File: src/rtl/search_serial_launch_tx.sv
// search_serial_launch_tx
//
// Framed serial transmitter. It takes a parallel word through a valid/ready
// handshake and shifts it out on a single line in this order: a start bit (0),
// the data bits LSB-first, an optional even-parity bit, and a stop bit (1).
// Each bit is held for BIT_CYCLES clock cycles. The line idles high.
//
// Parameters:
//   DATA_W      payload width in bits (>= 2)
//   BIT_CYCLES  clock cycles per serial bit (>= 1)
//
// Configuration macro:
//   SEARCH_TX_PARITY_EN  when defined, an even-parity bit is sent between the
//                        last data bit and the stop bit.
//
// Ports:
//   clk       rising-edge clock
//   rst       synchronous active-high reset; aborts any frame in flight
//   in_data   payload, captured only on an accepted handshake
//   in_valid  upstream has a word
//   in_ready  block is idle and can take a word (combinational from state/rst)
//   out_ser   registered serial line
//   out_busy  registered, high while a frame is in progress
//   out_done  registered one-cycle pulse in the cycle after the stop bit ends

module search_serial_launch_tx #(
    parameter int DATA_W     = 8,
    parameter int BIT_CYCLES = 4
) (
    input  logic              clk,
    input  logic              rst,
    input  logic [DATA_W-1:0] in_data,
    input  logic              in_valid,
    output logic              in_ready,
    output logic              out_ser,
    output logic              out_busy,
    output logic              out_done
);

    localparam int CW = (BIT_CYCLES > 1) ? $clog2(BIT_CYCLES) : 1;
    localparam int BW = $clog2(DATA_W);

    localparam logic [CW-1:0] CYC_LAST = CW'(BIT_CYCLES - 1);
    localparam logic [BW-1:0] BIT_LAST = BW'(DATA_W - 1);

    typedef enum logic [2:0] {
        IDLE,
        START,
        DATA,
`ifdef SEARCH_TX_PARITY_EN
        PARITY,
`endif
        STOP
    } state_t;

    state_t            state;
    logic [CW-1:0]     cyc_cnt;
    logic [BW-1:0]     bit_cnt;
    logic [DATA_W-1:0] shift_reg;
`ifdef SEARCH_TX_PARITY_EN
    logic              parity_bit;

    function automatic logic even_parity(input logic [DATA_W-1:0] d);
        return ^d;
    endfunction
`endif

    // Ready depends only on state and rst, so no combinational path exists
    // from in_valid or in_data to any output.
    assign in_ready = (state == IDLE) && !rst;

    wire bit_end = (cyc_cnt == CYC_LAST);

    // out_ser is loaded with the value of the bit the FSM is entering, so it
    // changes on the same edge as the state.
    always_ff @(posedge clk) begin
        if (rst) begin
            state     <= IDLE;
            out_ser   <= 1'b1;
            out_busy  <= 1'b0;
            out_done  <= 1'b0;
            cyc_cnt   <= '0;
            bit_cnt   <= '0;
            shift_reg <= '0;
`ifdef SEARCH_TX_PARITY_EN
            parity_bit <= 1'b0;
`endif
        end else begin
            out_done <= 1'b0;
            case (state)
                IDLE: begin
                    // in_ready is high whenever we are here and not in reset
                    if (in_valid) begin
                        shift_reg <= in_data;
`ifdef SEARCH_TX_PARITY_EN
                        // Parity is taken at capture because the shift
                        // register is consumed as the bits go out.
                        parity_bit <= even_parity(in_data);
`endif
                        state    <= START;
                        out_ser  <= 1'b0;
                        out_busy <= 1'b1;
                        cyc_cnt  <= '0;
                        bit_cnt  <= '0;
                    end
                end

                START: begin
                    if (bit_end) begin
                        cyc_cnt <= '0;
                        bit_cnt <= '0;
                        state   <= DATA;
                        out_ser <= shift_reg[0];
                    end else begin
                        cyc_cnt <= cyc_cnt + CW'(1);
                    end
                end

                DATA: begin
                    if (bit_end) begin
                        cyc_cnt <= '0;
                        if (bit_cnt == BIT_LAST) begin
                            bit_cnt <= '0;
`ifdef SEARCH_TX_PARITY_EN
                            state   <= PARITY;
                            out_ser <= parity_bit;
`else
                            state   <= STOP;
                            out_ser <= 1'b1;
`endif
                        end else begin
                            // Next bit to send is the one moving into bit 0
                            bit_cnt   <= bit_cnt + BW'(1);
                            shift_reg <= shift_reg >> 1;
                            out_ser   <= shift_reg[1];
                        end
                    end else begin
                        cyc_cnt <= cyc_cnt + CW'(1);
                    end
                end

`ifdef SEARCH_TX_PARITY_EN
                PARITY: begin
                    if (bit_end) begin
                        cyc_cnt <= '0;
                        bit_cnt <= '0;
                        state   <= STOP;
                        out_ser <= 1'b1;
                    end else begin
                        cyc_cnt <= cyc_cnt + CW'(1);
                    end
                end
`endif

                STOP: begin
                    if (bit_end) begin
                        cyc_cnt  <= '0;
                        bit_cnt  <= '0;
                        state    <= IDLE;
                        out_ser  <= 1'b1;
                        out_busy <= 1'b0;
                        out_done <= 1'b1;
                    end else begin
                        cyc_cnt <= cyc_cnt + CW'(1);
                    end
                end

                default: begin
                    state    <= IDLE;
                    out_ser  <= 1'b1;
                    out_busy <= 1'b0;
                    cyc_cnt  <= '0;
                    bit_cnt  <= '0;
                end
            endcase
        end
    end

endmodule

File: config.mk
export PLATFORM = sky130hd
export DESIGN_NAME = search_serial_launch_tx
export DESIGN_NICKNAME = d
export VERILOG_FILES = /design/src/rtl/search_serial_launch_tx.sv
export SDC_FILE = /design/constraint.sdc
export NUM_CORES = 1
export LEC_CHECK = 0
export CAP_MARGIN = 20
export CELL_PAD_IN_SITES_DETAIL_PLACEMENT = 1
export CELL_PAD_IN_SITES_GLOBAL_PLACEMENT = 2
export CORE_ASPECT_RATIO = 1.75
export CORE_UTILIZATION = 35
export CTS_CLUSTER_SIZE = 12
export DETAILED_ROUTE_END_ITERATION = 6
export HOLD_SLACK_MARGIN = 0.02
export PLACE_DENSITY = 0.79
export SETUP_SLACK_MARGIN = 0.4
export SYNTH_ARGS = -nofsm -noshare
export SYNTH_HDL_FRONTEND = slang
export SYNTH_SLANG_ARGS = --single-unit
File: constraint.sdc
create_clock -name clk -period 2.61 [get_ports clk]
set_input_delay 0.522 -clock clk [delete_from_list [all_inputs] [get_ports clk]]
set_output_delay 0.522 -clock clk [all_outputs]
set_load 0.02 [all_outputs]
## After elaboration in Yosys (flattened, before gate mapping)

Index checks and enable logic that the tools add are counted.

| storage, ports and cells | value |
|---|---|
| register bits | 19 |
| memories kept | 0 |
| bits in read-only memories | 0 |
| bits in writable memories | 0 |
| input port bits | 11 |
| output and inout port bits | 4 |
| bits in latches | 0 |
| logic and storage cells | 63 |

| cells by class | value |
|---|---|
| bitwise logic cells | 2 |
| equal/unequal tests | 12 |
| $lt $le $gt $ge | 0 |
| reduce and logical (&&, ||, !) cells | 13 |
| multiply operators | 0 |
| div/mod/pow operators | 0 |
| add/sub/neg operators | 2 |
| mux-type cells | 27 |
| shift-type cells | 0 |

Operators with widths:

| cell | number |
|---|---|
| 2-to-1 mux 3 bit | 8 |
| 2-to-1 mux 8 bit | 3 |
| case mux 8 bit (2 select lines) | 1 |
| != test 2 bit (second input constant) | 6 |
| case mux 3 bit (4 select lines) | 1 |
| case mux 3 bit (3 select lines) | 1 |
| 2-to-1 mux 1 bit | 8 |
| AND reduction 4 bit | 2 |
| equality test 3 x 2 -> 1 bit (second input constant) | 2 |
| AND reduction 3 bit | 2 |
| OR reduction 2 bit | 3 |
| AND reduction 5 bit | 1 |
| 2-to-1 mux 2 bit | 2 |
| case mux 1 bit (4 select lines) | 1 |
| case mux 2 bit (2 select lines) | 1 |
| adder 3 x 1 -> 3 bit (second input constant) | 1 |
| equality test 3 x 1 -> 1 bit (second input constant) | 1 |
| equality test 3 bit (second input constant) | 1 |
| logical NOT 3 bit | 1 |
| case mux 1 bit (3 select lines) | 1 |
| OR reduction 3 bit | 1 |
| adder 2 x 1 -> 2 bit (second input constant) | 1 |
| equality test 2 bit (second input constant) | 1 |
| != test 2 x 1 -> 1 bit (second input constant) | 1 |
| other kinds (4) | 5 |

## Logic depth before layout (Yosys ltp)

| logic depth | value |
|---|---|
| depth in word-level cells | 4 |
| depth in mapped cells | 7 |
| mapped depth without buffers | 6 |

## Worst setup path before layout

No wires, ideal clock.

| timing | value |
|---|---|
| path type | flip-flop to flip-flop |
| start point | register state[0] |
| end point | register shift_reg[1] |
| stages on the path, launching flop included | 8 |
| path buffers | 1 |
| setup time | 0.079 ns |
| setup slack | 0.968 ns |
| data arrival time | 1.562 ns |
| path through | dfxtp_1 > inv_1 > ha_1 > and2b_1 > a211oi_4 > buf_6 > nor2_1 > a211oi_2 |

| on the way | value |
|---|---|
| word-level cells in the longest chain between the ends | 3 |
| elaborated cells between the ends (all ways) | 8 |

RTL lines:

| item | line | source |
|---|---|---|
| start, declared | 56 | `state_t state;` |
| start signal, assigned | 78 | `state <= IDLE;` |
| start signal, assigned | 100 | `state <= START;` |
| start signal, assigned | 112 | `state <= DATA;` |
| equality test 3 x 2 -> 1 bit / logical NOT 3 bit (equally long branches) | 90 | `case (state)` |
| != test 2 bit (no source line) / nonzero test 2 bit (equally long branches) | -- |  |
| AND reduction 4 bit (no source line) | -- |  |
| end signal, assigned | 94 | `shift_reg <= in_data;` |
| end signal, assigned | 134 | `shift_reg <= shift_reg >> 1;` |
| end, declared | 59 | `logic [DATA_W-1:0] shift_reg;` |

Several ways; a longest one is shown, not always the timed one.
A chain may end at the register's enable or synchronous reset.

## Worst setup path after layout

| timing | value |
|---|---|
| start point | register state[0] |
| end point | output port in_ready |

| on the way | value |
|---|---|
| word-level cells in the longest chain between the ends | 2 |

RTL lines:

| item | line | source |
|---|---|---|
| logical NOT 3 bit | 70 | `assign in_ready = (state == IDLE) && !rst;` |
| logical AND 1 bit | 70 |  |
| end, declared | 34 | `output logic in_ready,` |

Every way passes these cells.

==> implementation parameters <==
Parameter                              Value

Worst setup path
  Maximum fanout encountered on the critical timing path ... 7
  Last element of the critical path ... in_ready
  Reg-to-reg slack, setup ... 0.71 ns
  Crit end category ... output port
  Worst r2r dst ... shift_reg[6]$_SDFFE_PP0P_
  Number of cells on the worst reg-to-reg path ... 7
  CP Cell Sequence ... inv_1, ha_2, nor2b_1, dlygate4sd2_1
  Required time of the critical path ... 2.09 ns
  CP Launch Type ... flop
  Worst reg2reg path startpoint ... state[0]$_SDFFE_PP0P_
  Critical path's slowest cell ... sky130_fd_sc_hd__dfxtp_1
  Path type of the worst setup path ... reg2out
  First element of the critical path ... state[0]$_SDFFE_PP0P_
  CP max stage delay ... 0.34 ns
  Crit path arrival time ... 1.50 ns

Detailed routing
  Drt first pass iters ... 4
  Amount of wire on met2 after detailed routing ... 1098 µm
  Total vias in the final route ... 777
  DRC ... 0
  Routed wire per std cell ... 13.93 µm
  Via count normalized by instance count ... 5.250
  Routed met3 length ... between 50 and 60 µm
  Max Used Layer ... met4
  Detailed-route wire length on metal 1 ... 892 µm
  Post-Route WL ... approximately 2100 µm
  Number of nets with antenna violations after detailed routing ... 0
  Initial DRC count ... 11

Synth
  Fraction of synthesized cell area taken by the top area cell type ... 0.3646
  Number of synthesized register bits ... 18
  Main area contributors after synthesis ... sky130_fd_sc_hd__dfxtp_1 36%, sky130_fd_sc_hd__ha_1 14%, sky130_fd_sc_hd__mux2i_1 10%, sky130_fd_sc_hd__nor2_1 4.6%, sky130_fd_sc_hd__a211oi_1 3.8%
  Share of the yosys chip area belonging to registers ... 0.3646
  Post-synthesis instance area ... 988.4 µm²
  Syn nets ... 126
  Distinct cells, synth ... 28
  Gate count of the mapped netlist ... 104
  Yosys warning count ... 0
  Yosys top cell by area ... sky130_fd_sc_hd__dfxtp_1
  Mean cell area of the mapped netlist ... roughly 9.5 µm²

Clocking
  Post-CTS Hold Fix Bufs ... 0
  Max Root-Sink Buffers ... 2
  Latest clock arrival within the worst-skew pair ... 0.25 ns
  CTS tree ... built
  Clock transition at path regs ... 0.07 ns
  Post-CTS Setup Repair Bufs ... 0
  Clock net sink count ... 18
  Inserted Clock Buffers ... 3
  Number of levels the H-tree was split into ... 1
  Clock Root Buffer ... sky130_fd_sc_hd__clkbuf_8

Placed design
  Placed wire-length estimate ... 1590 µm
  Number of input and output port buffers inserted ... 14
  DP Cell Count ... 144
  Global placement routability congestion ... 0.6995

Timing
  Ratio of final minimum period to clock period ... 0.7758
  Setup repair after global routing missed its margin ... false
  Top achievable clock speed ... 0.4939 GHz
  Worst clock skew on the final layout ... 0.001099 ns
  Worst slew pin tran ... around 0.53 ns
  Setup total negative slack ... 0 ns
  Number of endpoints failing setup at the final stage ... 0
  Headroom to the max-slew limit ... 0.6459
  Count of final hold-check violations ... 0
  Final min period ... 2.025 ns
  Count of pins over their slew limit ... 0

Global routing
  Tot GR Track Use ... 0.1468
  Total overflow reported by the global router ... 0
  Pin count of the biggest net entering global routing ... 19
  Number of antenna violations at the first check in global routing ... 0
  Number of global-route vias before repair ... 793
  First-pass GRT wire length ... 3450 µm

Cells and area
  Count of placed standard cells in the final layout, fillers left out ... 148
  Synthesis-to-layout area growth ... 22.91%
  Commonest cells after routing, fill and taps aside ... 18 x sky130_fd_sc_hd__dfxtp_1, 13 x sky130_fd_sc_hd__clkdlybuf4s50_1, 12 x sky130_fd_sc_hd__nor2_1
  NumNets Final ... 144
  Flip-flop count of the largest register, all copies and words added ... 8
  Layout cells sized above 1 ... 0.1240
  Most common cell after layout, fill and taps aside ... sky130_fd_sc_hd__dfxtp_1
  Diode count ... 0

Floorplanning
  Horizontal extent of the die ... 42.17 µm
  Starting utilization of the core area ... 0.3674
  Vertical die dimension ... roughly 72 µm
  Boundary Pins ... 15
  Floorplan Core Area ... 2690 µm²
  Core Rows ... 25
  Area of the die ... 3049 µm²

Worst hold path
  Worst hold path type ... reg2reg

Pwr
  PD cells ... approximately 1100 nW/µm²
  IR Drop Worst-Case VDD ... 0.6254 mV
  Lkg Pwr ... 0.4863 nW

Status
  Status ... finished, final reports clean

Flow run
  Max-Cap Viols ... 0
==> kinds of logic after synthesis <==
kind of cell | after synthesis | synth area share
AO/OA/AOI/OAI | 19 | 0.1595
adder cells (fa/ha/maj) | 11 | 0.1392
buffers and inverters | 7 | 0.03798
flip-flops | 18 | 0.3646
multiplexers | 10 | 0.1013
AND/OR/NAND/NOR | 39 | 0.1975
==> synth_stat cells, drive strengths merged <==
cell type / count
dfxtp: 18
nor2: 13
ha: 11
mux2i: 10
a211oi: 9
nand2: 8
a21oi: 7
nand2b: 6
inv: 3
buf: 2
clkbuf: 2
nand3b: 2
nand4: 2
or2: 2
and2b: 1
nand3: 1
nor2b: 1
nor3: 1
nor4: 1
o21ai: 1
o21bai: 1
o221ai: 1
or3: 1
==> cell type report <==
cell class              count  area [µm²]
fillers                   319        1475
multi-input cells          79       593.1
flip-flops and latches     18       360.3
repair buffers             17       161.4
clock buffers               4       55.05
well taps                  27       33.78
inverters                   3       11.26
==> per-layer routing <==
layer  up-vias  track usage
li1        397            -
met5         -            0
met3         2      0.02239
met2        16       0.2769
met4         0      0.04167
met1       362       0.1656
==> worst min path at each step <==
stage	from	end	slack (ns)	cells past startpoint
2_1_floorplan	bit_cnt[1]$_SDFFE_PP0P_	bit_cnt[1]$_SDFFE_PP0P_	0.44	2
3_3_place_gp	bit_cnt[1]$_SDFFE_PP0P_	bit_cnt[1]$_SDFFE_PP0P_	0.44	2
3_5_place_dp	shift_reg[7]$_SDFFE_PP0P_	shift_reg[7]$_SDFFE_PP0P_	0.47	2
4_1_cts	bit_cnt[1]$_SDFFE_PP0P_	bit_cnt[1]$_SDFFE_PP0P_	0.48	2
5_1_grt	bit_cnt[1]$_SDFFE_PP0P_	bit_cnt[1]$_SDFFE_PP0P_	0.50	2
6_report	bit_cnt[1]$_SDFFE_PP0P_	bit_cnt[1]$_SDFFE_PP0P_	0.47	2
==> critical path: cells and delay by family, from the launching register on <==
kind | cells | cell delay, ns
and+or+nand+nor | 1 | 0.15
DFF | 1 | 0.34
buffers and inverters | 2 | 0.47
adders and majority gates | 1 | 0.29
==> power by group <==
group	internal, mW	switching (mW)	total (mW)
clock network	0.134	0.0983	0.232
registers	0.359	0.0552	0.414
logic	0.323	0.403	0.726
==> per-stage QoR <==
| step | worst slack, ns | hold WS [ns] | util | area (µm²) | power (mW) |
|---|---|---|---|---|---|
| finish | 0.5851 | 0.4714 | 0.4516 | 1215 | 1.373 |
| global route | 0.4851 | 0.4977 | 0.4516 | 1215 | 1.483 |
| CTS | 0.5717 | 0.4772 | 0.4516 | 1215 | 1.396 |
| detailed placement | 0.4162 | 0.4659 | 0.4307 | 1159 | 1.157 |
| global placement | 0.3988 | 0.4437 | 0.4307 | 1159 | 1.137 |
| floorplan | 0.9683 | 0.4356 | - | 988.4 | 0.9872 |
==> timing repair <==
item                                   in CTS  in global routing
endpoints found under the hold margin       0                  0
gates resized for setup                     2                  0
setup endpoints to repair                   1                  0
Note: power is estimated with default switching activity, not from simulation.
